<file path="src/rtl/conv_pkg.sv">
// rtl/conv_pkg.sv - shared widths, FSM state type and saturation helper for conv_mac5
package conv_pkg;
  localparam int DATA_W = 16;
  localparam int KTAPS  = 5;
  localparam int ACC_W  = 35;
  localparam int ADDR_W = 3;
  localparam int PROD_W = 2 * DATA_W;

  typedef enum logic [1:0] {
    ST_IDLE = 2'd0,
    ST_MAC  = 2'd1,
    ST_DONE = 2'd2
  } state_e;

  function automatic logic [DATA_W-1:0] sat_to_data(input logic signed [ACC_W-1:0] v);
    if (v > ACC_W'(32'sd32767))
      return 16'h7FFF;
    else if (v < ACC_W'(-32'sd32768))
      return 16'h8000;
    else
      return v[DATA_W-1:0];
  endfunction
endpackage

</file>
<file path="src/rtl/conv_window_shift.sv">
// rtl/conv_window_shift.sv - 5-deep sample window (tap 0 newest) with saturating fill count
module conv_window_shift
  import conv_pkg::*;
(
  input  logic                           clk,
  input  logic                           rst_n,
  input  logic                           clear,
  input  logic                           shift_en,
  input  logic [DATA_W-1:0]              din,
  output logic [KTAPS-1:0][DATA_W-1:0]   taps,
  output logic [2:0]                     fill
);
  logic [KTAPS-1:0][DATA_W-1:0] taps_q, taps_d;
  logic [2:0]                   fill_q, fill_d;

  always_comb begin
    taps_d = taps_q;
    fill_d = fill_q;
    if (clear) begin
      taps_d = '0;
      fill_d = '0;
    end else if (shift_en) begin
      taps_d = {taps_q[KTAPS-2:0], din};
      fill_d = (fill_q == 3'(KTAPS)) ? fill_q : fill_q + 3'd1;
    end
  end

  always_ff @(posedge clk or negedge rst_n) begin
    if (!rst_n) begin
      taps_q <= '0;
      fill_q <= '0;
    end else begin
      taps_q <= taps_d;
      fill_q <= fill_d;
    end
  end

  assign taps = taps_q;
  assign fill = fill_q;
endmodule

</file>
<file path="src/rtl/conv_mac5.sv">
// rtl/conv_mac5.sv - sliding 5-tap Q-format convolution MAC reading weights from an external register file
// CONV_SAT_EN: saturate the shifted result to 16 bits instead of wrapping.
module conv_mac5
  import conv_pkg::*;
#(
  parameter int FRAC_BITS = 8
) (
  input  logic              clk,
  input  logic              rst_n,
  input  logic              clear,
  input  logic              in_valid,
  input  logic [DATA_W-1:0] in_data,
  output logic              in_ready,
  output logic              w_en,
  output logic              w_rw_mode,
  output logic [ADDR_W-1:0] w_addr,
  input  logic [DATA_W-1:0] w_data,
  output logic              out_valid,
  output logic [DATA_W-1:0] out_data,
  input  logic              out_ready,
  output logic              busy
);
  state_e                     state_q, state_d;
  logic [2:0]                 cnt_q, cnt_d;
  logic signed [ACC_W-1:0]    acc_q, acc_d;
  logic                       out_valid_q, out_valid_d;
  logic [DATA_W-1:0]          out_data_q, out_data_d;

  logic [KTAPS-1:0][DATA_W-1:0] taps;
  logic [2:0]                   fill;
  logic                         accept;
  logic [2:0]                   tap_idx;
  logic signed [DATA_W-1:0]     x_sel;
  logic signed [DATA_W-1:0]     w_sel;
  logic signed [PROD_W-1:0]     prod;
  logic signed [ACC_W-1:0]      acc_sum;
  logic [DATA_W-1:0]            result;

  assign in_ready  = rst_n && (state_q == ST_IDLE);
  assign accept    = in_valid && in_ready && !clear;
  assign w_rw_mode = 1'b1;
  assign w_en      = (state_q == ST_MAC) && (cnt_q < 3'(KTAPS));
  assign w_addr    = w_en ? cnt_q : '0;
  assign busy      = (state_q != ST_IDLE);
  assign out_valid = out_valid_q;
  assign out_data  = out_data_q;

  conv_window_shift u_window (
    .clk      (clk),
    .rst_n    (rst_n),
    .clear    (clear),
    .shift_en (accept),
    .din      (in_data),
    .taps     (taps),
    .fill     (fill)
  );

  // w_data seen while cnt_q = k answers the address issued at k-1, so it pairs with tap k-1
  assign tap_idx = (cnt_q == 3'd0) ? 3'd0 : cnt_q - 3'd1;
  assign x_sel   = taps[tap_idx];
  assign w_sel   = w_data;
  assign prod    = PROD_W'(x_sel) * PROD_W'(w_sel);
  assign acc_sum = acc_q + ACC_W'(prod);

`ifdef CONV_SAT_EN
  assign result = sat_to_data(acc_sum >>> FRAC_BITS);
`else
  assign result = DATA_W'(acc_sum >>> FRAC_BITS);
`endif

  always_comb begin
    state_d     = state_q;
    cnt_d       = cnt_q;
    acc_d       = acc_q;
    out_valid_d = out_valid_q;
    out_data_d  = out_data_q;
    if (clear) begin
      state_d     = ST_IDLE;
      cnt_d       = '0;
      acc_d       = '0;
      out_valid_d = 1'b0;
      out_data_d  = '0;
    end else begin
      case (state_q)
        ST_IDLE: begin
          if (accept && (fill >= 3'(KTAPS - 1))) begin
            state_d = ST_MAC;
            cnt_d   = '0;
            acc_d   = '0;
          end
        end
        ST_MAC: begin
          cnt_d = cnt_q + 3'd1;
          if (cnt_q != 3'd0) acc_d = acc_sum;
          if (cnt_q == 3'(KTAPS)) begin
            state_d     = ST_DONE;
            cnt_d       = '0;
            out_valid_d = 1'b1;
            out_data_d  = result;
          end
        end
        ST_DONE: begin
          if (out_ready) begin
            state_d     = ST_IDLE;
            out_valid_d = 1'b0;
          end
        end
        default: state_d = ST_IDLE;
      endcase
    end
  end

  always_ff @(posedge clk or negedge rst_n) begin
    if (!rst_n) begin
      state_q     <= ST_IDLE;
      cnt_q       <= '0;
      acc_q       <= '0;
      out_valid_q <= 1'b0;
      out_data_q  <= '0;
    end else begin
      state_q     <= state_d;
      cnt_q       <= cnt_d;
      acc_q       <= acc_d;
      out_valid_q <= out_valid_d;
      out_data_q  <= out_data_d;
    end
  end
endmodule

</file>
<file path="config.mk">
export PLATFORM = sky130hd
export DESIGN_NAME = conv_mac5
export DESIGN_NICKNAME = d
export VERILOG_FILES = /design/src/rtl/conv_pkg.sv /design/src/rtl/conv_window_shift.sv /design/src/rtl/conv_mac5.sv
export SDC_FILE = /design/constraint.sdc
export NUM_CORES = 1
export LEC_CHECK = 0
export CORE_ASPECT_RATIO = 0.5
export CORE_UTILIZATION = 40
export DETAILED_ROUTE_END_ITERATION = 6
export PLACE_DENSITY_LB_ADDON = 0.15
export REMOVE_ABC_BUFFERS = 1
export SLEW_MARGIN = 25
export SYNTH_ARGS = -nofsm -noshare
export SYNTH_HDL_FRONTEND = slang
export SYNTH_HIERARCHICAL = 1
export SYNTH_SLANG_ARGS = --single-unit
</file>
<file path="constraint.sdc">
create_clock -name clk -period 10.3 [get_ports clk]
set_clock_uncertainty 0.15 [all_clocks]
set_input_delay 2.06 -clock clk [delete_from_list [all_inputs] [get_ports clk]]
set_output_delay 2.06 -clock clk [all_outputs]
set_load 0.05 [all_outputs]
</file>
==> results.txt, run 1 <==
status -> complete, no violations
vias in the first global route -> 10,880
worst-skew pair later-pin latency -> 440 ps
Vias/cell -> 4.893
number of max-cap violations -> 0
worst hold endpoint -> out_data[3]
Crit path top cell by count -> fa_1
Sw Pwr -> 552.0 µW
first-pass GRT wire length -> 57,050 µm
CTS buffer count -> 17
Comb power frac -> 31.2%
CP startpoint kind -> flop
asr flop ratio synth -> 100.0%
total negative slack -> 0 ps
Sink Count -> 129
Final Wtd Congestion -> 0.8464
post-synthesis instance total -> 1,551
hold_sp -> out_data[3]
post-cts sizing count -> 0
number of remaining DRC errors -> 0
num rows -> 49
count of final max-slew check failures -> 0
average size of a mapped cell -> 9.462 µm²
HPWL after DPL -> 26,850 µm
worst reg2reg endpoint -> out_data[15]
CP max stage delay -> 750 ps
H-tree Lvls -> 4
Post-Layout Inst Area -> 16,200 µm²
Sw Ratio -> 34.78%
P&R area growth vs syn -> 10.41%
Tcrit/Tclk final -> 86.79%
CP endpoint kind -> flop
worst reg2reg path depth -> 27
routed vias -> 10,150
global route overflow -> 0
CP required -> 10,490 ps
maximum clock insertion buffer count -> 2
Final min period -> 8940 ps
fmax -> 111.9 MHz
most common cell in the netlist -> inv_1
Post-Syn Area -> 14,680 µm²
Flop pwr share -> 32.3%
Post-synth EDFFs -> 0
critical path class -> reg2reg
core box area -> 36,050 µm²
Commonest cells post-synth -> 325 x inv_1, 209 x fa_1, 136 x nand2_1, 129 x dfrtp_1, 99 x nor2_1
layout cells sized above 1 -> 5.028%
total power -> 1.587 mW
Die ar. -> 37,500 µm²
Placement Cell Area -> 15,630 µm²
post-synth top area share -> 28.51%
Final nets -> 1,909
total track usage -> 19.53%
starting density of the core -> 40.71%
Peak supply drop -> 0.00009308 V
# diodes -> 0
die height -> 137.4 µm
reg2reg setup slack -> 1360 ps
power per cell area -> 97.94 nW/µm²
Worst Tran Pin Value -> 1058 ps
clock-pin slew on the worst setup and hold paths -> 60 ps
Post-CTS Setup Inserts -> 0
number of I/O port buffers -> 59
Clk network pwr share -> 36.5%
flops & latches, synth -> 129
leading area contributor after synthesis -> fa_1
FF-to-FF Start -> cnt_q[0]
Filler cells -> 3,570
DR iter-0 viols -> 511
Antenna Violating Nets Remaining -> 0
Final Hold Viols -> 0
DR pass1 iterations -> 5
total routed wirelength -> 34,220 µm
final worst slack -> 1360 ps
CP max stage cell -> or2_1
Internal -> 1.035 mW
Slew HR -> 29.48%
synth warn -> 6
final design utilization -> 44.95%
I/O pin cnt -> 61
Area contributors post-synth -> fa_1 29%, dfrtp_1 22%, inv_1 8.3%
WHS Path Cells -> 2
DR WL/cell -> 16.49 µm
CP max FO -> 24
Hold WC Path Type -> reg2reg
sequential share of the synthesized area -> 22.00%
post-synth cell types -> 62
Worst Path Arrival -> 9130 ps
Leak -> 7.856 nW
Most used DFF post-synth -> dfrtp_1
pre-CTS WS -> 1268 ps
endpoints failing setup -> 0
RSZ-0062 raised after global routing -> no
Die W -> 272.9 µm
CTS tree -> built
largest net degree at the start of global routing -> 86
CTS Hold Bufs -> 0
initial antenna violation count -> 0
Crit. Startpoint -> cnt_q[0]
Root Buffer -> clkbuf_16
==> per-stage QoR <==
| step | hold slack (ps) | cells |
|---|---|---|
| detailed placement | 329.5 | 2043 |
| global placement | 320.0 | 2043 |
| global route | 372.1 | 2075 |
| finish | 342.6 | 2075 |
| floorplan | 305.1 | 1481 |
| CTS | 345.3 | 2075 |
==> cells in the final DEF (no fill, tap or decap), types with 20 or more instances in the layout <==
| master | count |
|---|---|
| fa_1 | 209 |
| buf_4 | 20 |
| o21ai_0 | 34 |
| nor2b_1 | 74 |
| dfrtp_1 | 129 |
| xnor2_1 | 33 |
| mux2i_1 | 81 |
| nand2b_1 | 30 |
| clkdlybuf4s50_1 | 57 |
| nor2_1 | 98 |
| and2_1 | 76 |
| inv_1 | 325 |
| nand2_1 | 136 |
| ha_1 | 85 |
| a21oi_1 | 25 |
==> power by group through the flow <==
stage	Combinational (mW)	Clock, mW	Sequential, mW
2_1_floorplan	0.350	0	0.521
3_3_place_gp	0.496	0	0.522
3_5_place_dp	0.503	0	0.522
4_1_cts	0.506	0.601	0.512
5_1_grt	0.563	0.624	0.512
6_report	0.495	0.579	0.512
==> registers in the layout (all words and copies together) (netlist names) <==
| name | flops |
|---|---|
| acc_q | 24 |
| cnt_q | 3 |
| out_data | 16 |
| out_valid | 1 |
| state_q | 2 |
| u_window/fill | 3 |
| u_window/taps | 80 |
==> routing by layer <==
| metal | global-route usage [%] | vias up | share of wire, % |
|---|---|---|---|
| met5 | 0 | - | 0 |
| met4 | 5.337 | 0 | 1.6 |
| met3 | 2.597 | 36 | 2.2 |
| met2 | 33.98 | 99 | 50 |
| met1 | 25.71 | 5242 | 46 |
| li1 | - | 4775 | - |
==> final cells by class <==
type                            count  area, µm²  share of cell area [%]
Sequential cell                   129       3228                   19.92
Multi-Input combinational cell   1026       9847                   60.77
Tap cell                          484      605.6                   3.737
Timing Repair Buffer               78      732.0                   4.517
Clock inverter                     15      141.4                  0.8726
Inverter                          326       1224                   7.552
Clock buffer                       17      425.4                   2.625
==> worst max-delay path: cells and delay by family (launching register included) <==
kind / cells / cell delay, ps
fa+ha+maj: 8 / 3710
compound gates: 8 / 1820
simple gates: 4 / 1520
flops: 1 / 610
mux: 1 / 600
buf+inv: 5 / 280
xor+xnor: 1 / 170
==> logic make-up after synthesis <==
kind of cell	count (synthesis)	synth area share [%]
AO/OA/AOI/OAI	127	5.627
adder cells (fa/ha/maj)	294	35.76
multiplexers	89	6.522
other	1	0.02555
flip-flops	129	22.00
buffers and inverters	396	11.05
AND/OR/NAND/NOR	472	16.27
XOR/XNOR	43	2.754
==> worst max-delay path by stage <==
stage	endpoint	depth (start not counted)
2_1_floorplan	acc_q[21]	29
3_3_place_gp	out_data[14]	30
3_5_place_dp	out_data[15]	29
4_1_cts	out_data[14]	30
5_1_grt	out_data[15]	27
6_report	out_data[15]	27
(Power assumes the default switching activity.)
==> run 2: changes to the inputs <==
--- a/config.mk
+++ b/config.mk
@@ -6,7 +6,7 @@
 export NUM_CORES = 1
 export LEC_CHECK = 0
 export CORE_ASPECT_RATIO = 0.5
-export CORE_UTILIZATION = 40
+export CORE_UTILIZATION = 50
 export DETAILED_ROUTE_END_ITERATION = 6
 export PLACE_DENSITY_LB_ADDON = 0.15
 export REMOVE_ABC_BUFFERS = 1
==> run 2 against run 1 <==
Die area is 20% lower. Clock-buffer cell count is 2 higher. Wire length is 6.8% lower. Worst setup slack better by 80 ps. Clock power is 6.0% higher. Combinational power is 0.8% lower. Sequential share of layout area is 0.14 points higher. Design area is 0.71% lower. Critical endpoint is now acc_q[23].
==> results.txt, run 2 (synthesis gave the netlist of run 1 again) <==
Internal -> 1.080 mW
Final min period -> 8860 ps
post-cts sizing count -> 0
RSZ-0062 raised after global routing -> no
count of final max-slew check failures -> 0
DR pass1 iterations -> 4
Sw Pwr -> 537.9 µW
number of max-cap violations -> 0
power per cell area -> 100.5 nW/µm²
CP startpoint kind -> flop
Die ar. -> 30,080 µm²
Final Hold Viols -> 0
final design utilization -> 56.96%
vias in the first global route -> 10,910
Hold WS -> 331.9 ps
Placement Cell Area -> 15,480 µm²
# diodes -> 0
DR WL/cell -> 16.18 µm
number of remaining DRC errors -> 0
first-pass GRT wire length -> 54,870 µm
Worst Path Arrival -> 9050 ps
CTS tree -> built
core box area -> 28,250 µm²
Clk network pwr share -> 38.0%
Peak supply drop -> 0.00008878 V
Tcrit/Tclk final -> 86.02%
most frequent cells in the layout -> 325 x inv_1, 209 x fa_1, 136 x nand2_1, 129 x dfrtp_1, 98 x nor2_1
layout cells sized above 1 -> 4.657%
H-tree Lvls -> 4
num rows -> 43
Comb power frac -> 30.4%
CP endpoint kind -> flop
area of the multi-input gates -> 9846 µm²
Post-Layout Inst Area -> 16,090 µm²
max reg flops -> 80
total track usage -> 23.30%
sequential cell area -> 3228 µm²
total routed wirelength -> 31,900 µm
starting density of the core -> 51.96%
Leak -> 7.847 nW
Sw Ratio -> 33.25%
total power -> 1.618 mW
Flop pwr share -> 31.7%
Filler cells -> 2,510
largest net degree at the start of global routing -> 86
CP max FO -> 20
CTS buffer count -> 17
number of I/O port buffers -> 59
worst-skew pair later-pin latency -> 440 ps
clock-pin slew on the worst setup and hold paths -> 60 ps
initial antenna violation count -> 0
Post-CTS Setup Inserts -> 0
CTS Hold Bufs -> 0
pre-CTS WS -> 1201 ps
DP Cell Count -> 1,939
I/O pin cnt -> 61
total negative slack -> 0 ps
Finished Layout Cells -> 1,971
die height -> 123.1 µm
fmax -> 112.9 MHz
Vias/cell -> 5.156
Sink Count -> 129
Worst Tran Pin Value -> 881.5 ps
maximum clock insertion buffer count -> 2
commonest non-fill, non-tap cell in the layout -> inv_1
DR iter-0 viols -> 680
Hold WC Path Type -> reg2reg
routed vias -> 10,160
final worst slack -> 1440 ps
critical path class -> reg2reg
CP required -> 10,490 ps
global route overflow -> 0
Die W -> 244.3 µm
Final nets -> 1,907
Antenna Violating Nets Remaining -> 0
P&R area growth vs syn -> 9.626%
Final Wtd Congestion -> 0.8688
Root Buffer -> clkbuf_16
endpoints failing setup -> 0
Slew HR -> 41.23%
status -> complete, no violations
HPWL after DPL -> 25,190 µm
## run 2: critical path, stage by stage (launching register included)
cell,delay (ps)
dfrtp_1,790
or2_2,260
ha_1,390
clkinv_1,380
nor4_4,730
a22o_1,680
and2_1,230
fa_1,410
inv_1,90
fa_1,410
fa_1,500
fa_1,540
inv_1,50
fa_1,470
inv_1,60
fa_1,480
inv_1,40
ha_1,360
a21o_1,190
a21o_1,180
a21oi_1,240
nor2_1,80
a211oi_1,240
o31a_1,250
o21ai_0,140
xnor2_1,160
o31ai_1,250
## run 2: metal layers
layer	vias up	track usage (%)	wire, µm
met3	48	3.799	1140
met1	5190	31.55	14680
met5	-	0	0
li1	4767	-	-
met4	0	7.539	710
met2	157	38.67	15370
## run 2: power groups by stage
stage	Combinational (mW)	Sequential (mW)	Clock (mW)
5_1_grt	0.558	0.512	0.645
4_1_cts	0.499	0.512	0.625
6_report	0.491	0.512	0.614
3_3_place_gp	0.485	0.521	0
2_1_floorplan	0.350	0.521	0
3_5_place_dp	0.496	0.521	0
## run 2: cell type report
class	count	area share, %
multi-input combinational	1026	61.20
sequential	129	20.07
inverter	326	7.606
timing repair buffer	76	4.480
tap	382	2.971
clock buffer	19	2.753
clock inverter	13	0.9255
## run 2: final timing paths
kind | slack, ps | startpoint | depth (start not counted) | endpoint
max | 1440 | cnt_q[0] | 26 | acc_q[23]
min | 330 | out_data[1] | 2 | out_data[1]
max reg2reg | 1440 | cnt_q[0] | 26 | acc_q[23]
min reg2reg | 330 | out_data[1] | 2 | out_data[1]
max in group asynchronous | 7530 | rst_n | 2 | u_window/taps[12]
min in group asynchronous | 1420 | rst_n | 1 | u_window/fill[2]
==> run 3: changes to the inputs <==
--- a/config.mk
+++ b/config.mk
@@ -6,6 +6,7 @@
 export NUM_CORES = 1
 export LEC_CHECK = 0
 export CORE_ASPECT_RATIO = 0.5
+export CORE_MARGIN = 2
 export CORE_UTILIZATION = 50
 export DETAILED_ROUTE_END_ITERATION = 6
 export PLACE_DENSITY_LB_ADDON = 0.15
==> run 3 against run 2 <==
Worst hold slack better by 9.1 ps. Non-clock buffer count grew 2. Design area down 0.10%. Core utilization fell by 1.5 points. First-iteration DRC count decreased by 10%. Critical path type unchanged. Highest routed layer unchanged.
==> results.txt, run 3 (synthesis gave the netlist of run 1 again) <==
status -> complete, no violations
power per cell area -> 99.31 nW/µm²
P&R area growth vs syn -> 9.515%
total routed wirelength -> 32,940 µm
layout cells sized above 1 -> 4.651%
Post-CTS Setup Inserts -> 0
Slew HR -> 38.19%
worst hold endpoint -> out_data[0]
global route overflow -> 0
Antenna Violating Nets Remaining -> 0
Hold WC Path Type -> reg2reg
CTS Hold Bufs -> 0
# diodes -> 0
Final Wtd Congestion -> 0.8995
Peak supply drop -> 0.0001067 V
HPWL after DPL -> 25,900 µm
DR WL/cell -> 16.62 µm
critical path class -> reg2reg
count of final max-slew check failures -> 0
CTS tree -> built
endpoints failing setup -> 0
clock-pin slew on the worst setup and hold paths -> 60 ps
hold_sp -> out_data[0]
Root Buffer -> clkbuf_16
Die ar. -> 30,820 µm²
worst-skew pair later-pin latency -> 430 ps
largest net degree at the start of global routing -> 82
initial antenna violation count -> 0
Final nets -> 1,909
worst reg2reg endpoint -> acc_q[23]
DR pass1 iterations -> 7
Worst Path Arrival -> 8960 ps
reg2reg setup slack -> 1520 ps
core box area -> 28,960 µm²
most frequent cells in the layout -> 325 x inv_1, 209 x fa_1, 136 x nand2_1, 129 x dfrtp_1, 98 x nor2_1
CP startpoint kind -> flop
number of remaining DRC errors -> 0
I/O pin cnt -> 61
total negative slack -> 0 ps
H-tree Lvls -> 4
num rows -> 44
Worst Tran Pin Value -> 927.2 ps
FF-to-FF Start -> cnt_q[0]
sequential cell area -> 3228 µm²
max reg flops -> 80
total track usage -> 23.04%
RSZ-0062 raised after global routing -> no
CTS buffer count -> 17
DR iter-0 viols -> 611
maximum clock insertion buffer count -> 2
CP max FO -> 20
Leak -> 7.843 nW
Final min period -> 8782 ps
Filler cells -> 2,670
Final Hold Viols -> 0
CP required -> 10,480 ps
WHS Path Cells -> 2
worst reg2reg path depth -> 26
vias in the first global route -> 11,060
commonest non-fill, non-tap cell in the layout -> inv_1
number of max-cap violations -> 0
fmax -> 113.9 MHz
first-pass GRT wire length -> 56,140 µm
area of the multi-input gates -> 9832 µm²
Tcrit/Tclk final -> 85.27%
CP endpoint kind -> flop
Vias/cell -> 5.176
die height -> 125.1 µm
number of I/O port buffers -> 59
routed vias -> 10,260
total power -> 1.596 mW
starting density of the core -> 50.68%
post-cts sizing count -> 0
Die W -> 246.3 µm
Sink Count -> 129
==> run 3: cell types whose count changed in the layout (fill, tap and decap cells not counted), sizes merged <==
cell	change
inv	-3
buf	+2
clkinv	+2
clkbuf	+1
==> run 3: routing by layer <==
layer | vias up | global-route usage (%) | wire length, µm
li1 | 4777 | - | -
met5 | - | 0 | 0
met1 | 5275 | 30.67 | 14750
met4 | 0 | 6.839 | 721
met3 | 45 | 3.456 | 974
met2 | 162 | 39.19 | 16500
==> run 3: layout make-up <==
class / count / share of cell area (%)
Multi-Input combinational cell: 1026 / 61.18
Tap cell: 391 / 3.044
Sequential cell: 129 / 20.09
Clock inverter: 12 / 0.8252
Inverter: 326 / 7.614
Timing Repair Buffer: 78 / 4.539
Clock buffer: 20 / 2.717
==> run 3: critical path: stages, from the launching register on <==
cell	delay, ps
dfrtp_1	740
or2_2	250
ha_1	380
clkinv_1	350
nor4_2	680
a22o_1	720
and2_1	240
fa_1	410
inv_1	100
fa_1	430
fa_1	510
fa_1	550
inv_1	50
fa_1	470
inv_1	50
fa_1	490
inv_1	50
ha_1	360
a21o_1	190
a21o_1	180
a21oi_1	210
nor2_1	70
a211oi_1	220
o31a_1	250
o21ai_0	170
xnor2_1	170
o31ai_1	240
==> run 3: power by group <==
| part | switching, mW | internal [mW] |
|---|---|---|
| Combinational | 0.289 | 0.205 |
| Clock | 0.233 | 0.357 |
| Sequential | 0.00262 | 0.510 |
==> run 3: how the worst max path moves through the flow <==
stage / cells past startpoint / slack (ps) / start / end
3_5_place_dp: 22 / 1530 / w_data[1] / acc_q[23]
2_1_floorplan: 29 / 2240 / cnt_q[0] / acc_q[21]
6_report: 26 / 1520 / cnt_q[0] / acc_q[23]
5_1_grt: 29 / 1000 / cnt_q[0] / out_data[14]
3_3_place_gp: 22 / 1650 / w_data[1] / out_data[15]
4_1_cts: 28 / 1540 / cnt_q[0] / acc_q[23]
==> run 3: stage by stage <==
stage               hold slack, ps  std cells  util (%)  setup WS (ps)  instance area [µm²]
floorplan                    305.1       1481         -           2241                14280
global placement             321.0       1949     53.51           1645                15490
detailed placement           331.9       1950     53.53           1533                15500
CTS                          345.0       1982     55.49           1540                16070
global route                 365.7       1982     55.50           1004                16070
finish                       341.0       1982     55.50           1518                16070
